## src/rtl/fpu_pkg.sv

```systemverilog
// Shared FPU definitions: single-precision field widths, special encodings,
// divider FSM states and the operand classifier.
package fpu_pkg;

    localparam int EXP_W = 8;
    localparam int MAN_W = 23;
    localparam int BIAS  = 2**(EXP_W-1) - 1;
    localparam int QB    = MAN_W + 3;

    localparam logic [EXP_W-1:0] EXP_INF  = '1;
    localparam logic [MAN_W-1:0] NAN_FRAC = MAN_W'(1);

    typedef enum logic [1:0] {
        ST_IDLE,
        ST_DIVIDE,
        ST_NORM,
        ST_DONE
    } state_e;

    typedef struct packed {
        logic is_zero;
        logic is_inf;
        logic is_nan;
    } fp_class_t;

    // Denormals are treated as zero: only the exponent field decides zero-ness.
    function automatic fp_class_t fp_classify(input logic [EXP_W+MAN_W-1:0] a);
        fp_class_t c;
        c.is_zero = (a[EXP_W+MAN_W-1:MAN_W] == '0);
        c.is_inf  = (a[EXP_W+MAN_W-1:MAN_W] == EXP_INF) && (a[MAN_W-1:0] == '0);
        c.is_nan  = (a[EXP_W+MAN_W-1:MAN_W] == EXP_INF) && (a[MAN_W-1:0] != '0);
        return c;
    endfunction

endpackage

```

## src/rtl/mant_div_radix2.sv

```systemverilog
// Radix-2 restoring mantissa divider: one quotient bit per clock, the first
// bit is produced on the start edge so QB bits take exactly QB edges.
module mant_div_radix2 #(
    parameter int MAN_W = 23
) (
    input  logic             clk,
    input  logic             reset,
    input  logic             start,
    input  logic [MAN_W:0]   ma,
    input  logic [MAN_W:0]   mb,
    output logic [MAN_W+2:0] q,
    output logic             q_valid
);

    localparam int QB    = MAN_W + 3;
    localparam int CNT_W = $clog2(QB + 1);
    localparam logic [CNT_W-1:0] LAST = CNT_W'(QB - 1);

    logic [MAN_W+1:0] rem_q, rem_cur, rem_sub, rem_d;
    logic [MAN_W:0]   mb_q, div_cur;
    logic [QB-1:0]    q_q;
    logic [CNT_W-1:0] cnt_q;
    logic             run_q, q_valid_q, q_bit;

    always_comb begin
        rem_cur = start ? {1'b0, ma} : rem_q;
        div_cur = start ? mb : mb_q;
        q_bit   = (rem_cur >= {1'b0, div_cur});
        rem_sub = q_bit ? (rem_cur - {1'b0, div_cur}) : rem_cur;
        // rem_sub < divisor, so the shift never loses a set bit
        rem_d   = rem_sub << 1;
    end

    always_ff @(posedge clk or posedge reset) begin
        if (reset) begin
            rem_q     <= '0;
            mb_q      <= '0;
            q_q       <= '0;
            cnt_q     <= '0;
            run_q     <= 1'b0;
            q_valid_q <= 1'b0;
        end else begin
            q_valid_q <= 1'b0;
            if (start) begin
                rem_q <= rem_d;
                mb_q  <= mb;
                q_q   <= {{(QB-1){1'b0}}, q_bit};
                cnt_q <= CNT_W'(1);
                run_q <= 1'b1;
            end else if (run_q) begin
                rem_q <= rem_d;
                q_q   <= {q_q[QB-2:0], q_bit};
                cnt_q <= cnt_q + CNT_W'(1);
                if (cnt_q == LAST) begin
                    run_q     <= 1'b0;
                    q_valid_q <= 1'b1;
                end
            end
        end
    end

    assign q       = q_q;
    assign q_valid = q_valid_q;

endmodule

```

## src/rtl/fpu_divider_seq.sv

```systemverilog
// Sequential IEEE-754 single-precision divider Res = A / B with start/done
// handshake; specials bypass the iterative mantissa divider.
module fpu_divider_seq
    import fpu_pkg::*;
(
    input  logic                 clk,
    input  logic                 reset,
    input  logic                 enable,
    input  logic [EXP_W+MAN_W:0] A,
    input  logic [EXP_W+MAN_W:0] B,
    output logic [EXP_W+MAN_W:0] Res,
    output logic                 busy,
    output logic                 done
);

    localparam int W = 1 + EXP_W + MAN_W;
    localparam logic signed [EXP_W+1:0] E_BIAS    = (EXP_W+2)'(BIAS);
    localparam logic signed [EXP_W+1:0] E_BIAS_M1 = (EXP_W+2)'(BIAS - 1);
    localparam logic signed [EXP_W+1:0] E_ONE     = (EXP_W+2)'(1);
    localparam logic signed [EXP_W+1:0] E_ZERO    = '0;
    localparam logic signed [EXP_W+1:0] E_MAX     = {2'b00, EXP_INF};

    state_e        state_q;
    logic [W-1:0]  a_q, b_q, res_q, res_d;
    logic          start_q, busy_q, done_q;
    logic          sign, is_special, div_start, q_valid;
    logic [QB-1:0] quo;
    fp_class_t     ca, cb;

    function automatic logic [W-1:0] special_res(input logic s, input fp_class_t xa,
                                                 input fp_class_t xb);
        if (xa.is_nan || xb.is_nan || (xa.is_zero && xb.is_zero) || (xa.is_inf && xb.is_inf))
            return {s, EXP_INF, NAN_FRAC};
        else if (xb.is_zero || xa.is_inf)
            return {s, EXP_INF, {MAN_W{1'b0}}};
        else
            return {s, {(EXP_W+MAN_W){1'b0}}};
    endfunction

    // Round-half-up on the guard bit; exponent kept 2 bits wider to catch over/underflow.
    function automatic logic [W-1:0] round_norm(input logic s, input logic [EXP_W-1:0] ea,
                                                input logic [EXP_W-1:0] eb, input logic [QB-1:0] qv);
        logic signed [EXP_W+1:0] e;
        logic [MAN_W:0]          m;
        e = $signed({2'b00, ea}) - $signed({2'b00, eb}) + (qv[QB-1] ? E_BIAS : E_BIAS_M1);
        m = qv[QB-1] ? ({1'b0, qv[QB-2:2]} + (MAN_W+1)'(qv[1]))
                     : ({1'b0, qv[QB-3:1]} + (MAN_W+1)'(qv[0]));
        if (m[MAN_W]) begin
            m = '0;
            e = e + E_ONE;
        end
        if (e >= E_MAX)
            return {s, EXP_INF, {MAN_W{1'b0}}};
        else if (e <= E_ZERO)
            return {s, {(EXP_W+MAN_W){1'b0}}};
        else
            return {s, e[EXP_W-1:0], m[MAN_W-1:0]};
    endfunction

    assign ca         = fp_classify(a_q[W-2:0]);
    assign cb         = fp_classify(b_q[W-2:0]);
    assign sign       = a_q[W-1] ^ b_q[W-1];
    assign is_special = (|ca) || (|cb);
    assign div_start  = start_q && !is_special;
    assign res_d      = is_special ? special_res(sign, ca, cb)
                                   : round_norm(sign, a_q[W-2:MAN_W], b_q[W-2:MAN_W], quo);

    mant_div_radix2 #(
        .MAN_W(MAN_W)
    ) u_mant_div (
        .clk     (clk),
        .reset   (reset),
        .start   (div_start),
        .ma      ({1'b1, a_q[MAN_W-1:0]}),
        .mb      ({1'b1, b_q[MAN_W-1:0]}),
        .q       (quo),
        .q_valid (q_valid)
    );

    // Operands are captured first; classification and dispatch happen one edge later.
    always_ff @(posedge clk or posedge reset) begin
        if (reset) begin
            state_q <= ST_IDLE;
            a_q     <= '0;
            b_q     <= '0;
            res_q   <= '0;
            start_q <= 1'b0;
            busy_q  <= 1'b0;
            done_q  <= 1'b0;
        end else begin
            start_q <= 1'b0;
            unique case (state_q)
                ST_IDLE: begin
                    if (start_q) begin
                        state_q <= is_special ? ST_NORM : ST_DIVIDE;
                        busy_q  <= 1'b1;
                    end else if (enable) begin
                        a_q     <= A;
                        b_q     <= B;
                        start_q <= 1'b1;
                    end
                end
                ST_DIVIDE: begin
                    if (q_valid)
                        state_q <= ST_NORM;
                end
                ST_NORM: begin
                    res_q   <= res_d;
                    state_q <= ST_DONE;
                    busy_q  <= 1'b0;
                    done_q  <= 1'b1;
                end
                ST_DONE: begin
                    state_q <= ST_IDLE;
                    done_q  <= 1'b0;
                    if (enable) begin
                        a_q     <= A;
                        b_q     <= B;
                        start_q <= 1'b1;
                    end
                end
                default: state_q <= ST_IDLE;
            endcase
        end
    end

    assign Res  = res_q;
    assign busy = busy_q;
    assign done = done_q;

endmodule

```

## config.mk

```make
export PLATFORM = sky130hd
export DESIGN_NAME = fpu_divider_seq
export DESIGN_NICKNAME = d
export VERILOG_FILES = /design/src/rtl/fpu_pkg.sv /design/src/rtl/mant_div_radix2.sv /design/src/rtl/fpu_divider_seq.sv
export SDC_FILE = /design/constraint.sdc
export NUM_CORES = 1
export LEC_CHECK = 0
export CELL_PAD_IN_SITES_DETAIL_PLACEMENT = 2
export CELL_PAD_IN_SITES_GLOBAL_PLACEMENT = 2
export CORE_ASPECT_RATIO = 0.9
export CORE_UTILIZATION = 38
export CTS_CLUSTER_SIZE = 30
export DETAILED_ROUTE_END_ITERATION = 6
export GPL_TIMING_DRIVEN = 0
export PLACE_DENSITY_LB_ADDON = 0.1
export SKIP_CTS_REPAIR_TIMING = 1
export SYNTH_ARGS = -nofsm -noshare
export SYNTH_HDL_FRONTEND = slang
export SYNTH_HIERARCHICAL = 1
export SYNTH_SLANG_ARGS = --single-unit
```

## constraint.sdc

```tcl
create_clock -name clk -period 5.8 [get_ports clk]
set_clock_uncertainty 0.15 [all_clocks]
set_input_delay 1.16 -clock clk [delete_from_list [all_inputs] [get_ports clk]]
set_output_delay 1.16 -clock clk [all_outputs]
set_load 0.03 [all_outputs]
```

==> flow_metrics.tcl <==
set metrics [dict create \
    run_status "finished clean" \
    synth-edff-count 0 \
    drtPass1Iterations 4 \
    timing.hold.worst.class "reg -> reg" \
    timing.setup.critical_path_class "reg -> reg" \
    seq_area_frac_synth 0.403 \
    tritoncts.num_buffers 17 \
    rows 59 \
    rsz_0062_raised_after_global_routing "false" \
    synthesis.area_per_instance_um2 9.94 \
    grt_pass1_vias 10402 \
    synthesis_stage_register_bit_count 182 \
    worstRegToRegCells 17 \
    wire_length_of_the_first_global_routing_pass_um 58100 \
    timing.final.setup_violations 0 \
    h-tree-depth 4 \
    area_share_of_the_leading_cell_type_in_the_synthesized_netlist 0.403 \
    track_usage 0.244 \
    clk_transition_reported_paths_ns 0.09 \
    critPathMaxFanout 18 \
    worst_pin_slew_ns 1.13 \
    die_x_um 184 \
    pin_count_of_the_biggest_net_entering_global_routing 67 \
    post-synth-top-count-cell "sky130_fd_sc_hd__dfrtp_1" \
    final_period_minus_worst_setup_slack_ns 5.30 \
    reg2reg_setup_slack_ns 0.50 \
    hold_violations 0 \
    timing.rr.end "u_mant_div/rem_q[23]" \
    ctsRootBufferMaster "sky130_fd_sc_hd__clkbuf_16" \
    routed_wirelength_um 35100 \
    synth_flop_cell "sky130_fd_sc_hd__dfrtp_1" \
    post-synth-top-area-cell "sky130_fd_sc_hd__dfrtp_1" \
    synthDistinctLibCells 81 \
    detail_route.drc_violations 0 \
    crit-reg2reg-launch "b_q[30]" \
    hpwl_um 26700 \
    port_buffers 100 \
    antenna_found_initial 1 \
    wl_cell_um 21.1 \
    boundaryPins 101 \
    worst_rel_slew_slack 0.246 \
    post_synthesis_instance_area_mm2 0.0113 \
    cts.sinks 182 \
    global_route.overflow_total 0 \
    cp_data_arrival_time_ns 5.46 \
    fin_util 0.463 \
    initial_core_util 0.389 \
    avgViaCountPerCell 5.53 \
    synth_commonest_cells "sky130_fd_sc_hd__dfrtp_1, sky130_fd_sc_hd__nor2_1, sky130_fd_sc_hd__mux2_2, sky130_fd_sc_hd__nand2_1, sky130_fd_sc_hd__mux2i_1" \
    worst_skew_pair.late_latency_ns 0.46 \
    critPathLaunch "b_q[30]" \
    antenna_violating_nets_post_route 0 \
    detailroute.via_count 9229 \
    syn_to_final_growth_pct 19.1 \
    die-area_mm2 0.0304 \
    maxClockFrequency_mhz 189 \
    design.core.area_mm2 0.0291 \
    final_layout_size_suffix_gt1_frac 0.133 \
    ctsLongestPathBuffers 2 \
    synth-warning-count 6 \
    critical_path_required_ns 5.95 \
    startpoint_type "register" \
    tritoncts "done" \
    final_max_slew_viol_count 0 \
    worstSetupEndpoint "u_mant_div/rem_q[23]" \
    fin_crit_sh 0.915 \
    max_cap_viol_count 0 \
    critPathCaptureType "register" \
    drt_iter0_markers 351 \
    place.gp.congestion 0.831 \
    postSynthCellCount 1137 \
    die_h_um 166 \
    fin_nets 1372 \
    ys_top_cells_by_area "sky130_fd_sc_hd__dfrtp_1, sky130_fd_sc_hd__mux2_2, sky130_fd_sc_hd__mux2i_1, sky130_fd_sc_hd__ha_1, sky130_fd_sc_hd__nor2_1" \
    synth_async_sr_flop_share 1.00 \
]
==> per-layer routing <==
metal | vias to the layer above | wire length [um] | track usage
met5 | - | 0 | 0
met4 | 0 | 755 | 0.0764
met3 | 36 | 745 | 0.0339
met2 | 128 | 18000 | 0.437
met1 | 4714 | 15600 | 0.302
li1 | 4351 | - | -
==> worst min path at each step <==
stage / endpoint / cells past startpoint / slack [ns] / start
floorplan: u_mant_div/mb_q[10] / 2 / 0.30 / u_mant_div/mb_q[10]
global placement: u_mant_div/mb_q[11] / 2 / 0.32 / u_mant_div/mb_q[11]
detailed placement: Res[22] / 1 / 0.33 / Res[22]
CTS: Res[22] / 1 / 0.34 / Res[22]
global route: Res[22] / 1 / 0.35 / Res[22]
finish: Res[22] / 1 / 0.34 / Res[22]
==> stage by stage <==
stage	setup slack [ns]	cell area [um2]	hold slack, ns	setup TNS, ns	std cells
floorplan	1.39	11300	0.303	0	1138
global placement	-0.106	12800	0.318	-4.92	1634
detailed placement	-0.251	12900	0.325	-1.09	1636
CTS	-0.370	13500	0.344	-1.40	1668
global route	0.175	13500	0.351	0	1667
finish	0.496	13500	0.336	0	1668
==> critical path, cell delays in order (launching register included) <==
cell and delay (ns):
sky130_fd_sc_hd__dfrtp_1 0.42, sky130_fd_sc_hd__nand4_1 0.11, sky130_fd_sc_hd__or4_1 0.54, sky130_fd_sc_hd__and3_1 0.27, sky130_fd_sc_hd__and2_1 0.18, sky130_fd_sc_hd__buf_4 0.23
sky130_fd_sc_hd__clkbuf_2 0.33, sky130_fd_sc_hd__mux2i_1 0.38, sky130_fd_sc_hd__inv_1 0.14, sky130_fd_sc_hd__fa_1 0.46, sky130_fd_sc_hd__nand2b_1 0.21, sky130_fd_sc_hd__a211oi_1 0.42
sky130_fd_sc_hd__o211ai_1 0.23, sky130_fd_sc_hd__a31oi_1 0.40, sky130_fd_sc_hd__a221oi_1 0.17, sky130_fd_sc_hd__xnor2_1 0.17, sky130_fd_sc_hd__mux2i_1 0.24, sky130_fd_sc_hd__a21oi_1 0.11
==> cell usage in the layout, fill, tap and decap left out, drive strengths merged, types with 6 or more instances in the layout <==
cell / count
xnor2: 38
a21o: 14
o211ai: 22
mux2: 91
a211oi: 11
dfrtp: 182
xor2: 23
buf: 17
or2: 10
clkbuf: 56
and3: 12
o21ai: 47
nand4: 15
a21boi: 10
and4: 9
inv: 68
o2bb2ai: 23
clkdlybuf4s50: 100
mux2i: 74
nand2: 76
nand2b: 8
nand3: 37
nor4: 20
ha: 45
a21oi: 49
o21bai: 6
nor3: 23
a31oi: 12
nor2: 96
==> registers in the layout, indices dropped and copies added, names as in the netlist, 2 cells and up <==
signal,flops
u_mant_div/rem_q,24
u_mant_div/q,26
Res,32
b_q,32
a_q,32
u_mant_div/cnt_q,5
u_mant_div/mb_q,24
state_q,2
==> layout make-up <==
cell class                 instances  area (um2)
clock inverter                    15         176
fill                            3135       15600
tap                              396         495
inverter                          59         226
multi-input combinational        842        6280
antenna                            1        2.50
clock buffer                      17         425
timing repair buffer             102        1050
sequential                       182        4550
buffer                            54         249
==> kinds of logic after synthesis <==
group	Yosys count	synth area share
AO/OA/AOI/OAI	237	0.148
XOR/XNOR	63	0.0513
adder cells (fa/ha/maj)	47	0.0534
buffers and inverters	114	0.0417
flip-flops	182	0.403
multiplexers	165	0.157
other	1	0.000332
AND/OR/NAND/NOR	328	0.145
Power is left out: the tool's default activity adds up to more than one toggle a clock period on the data nets, which glitch-free logic cannot reach.
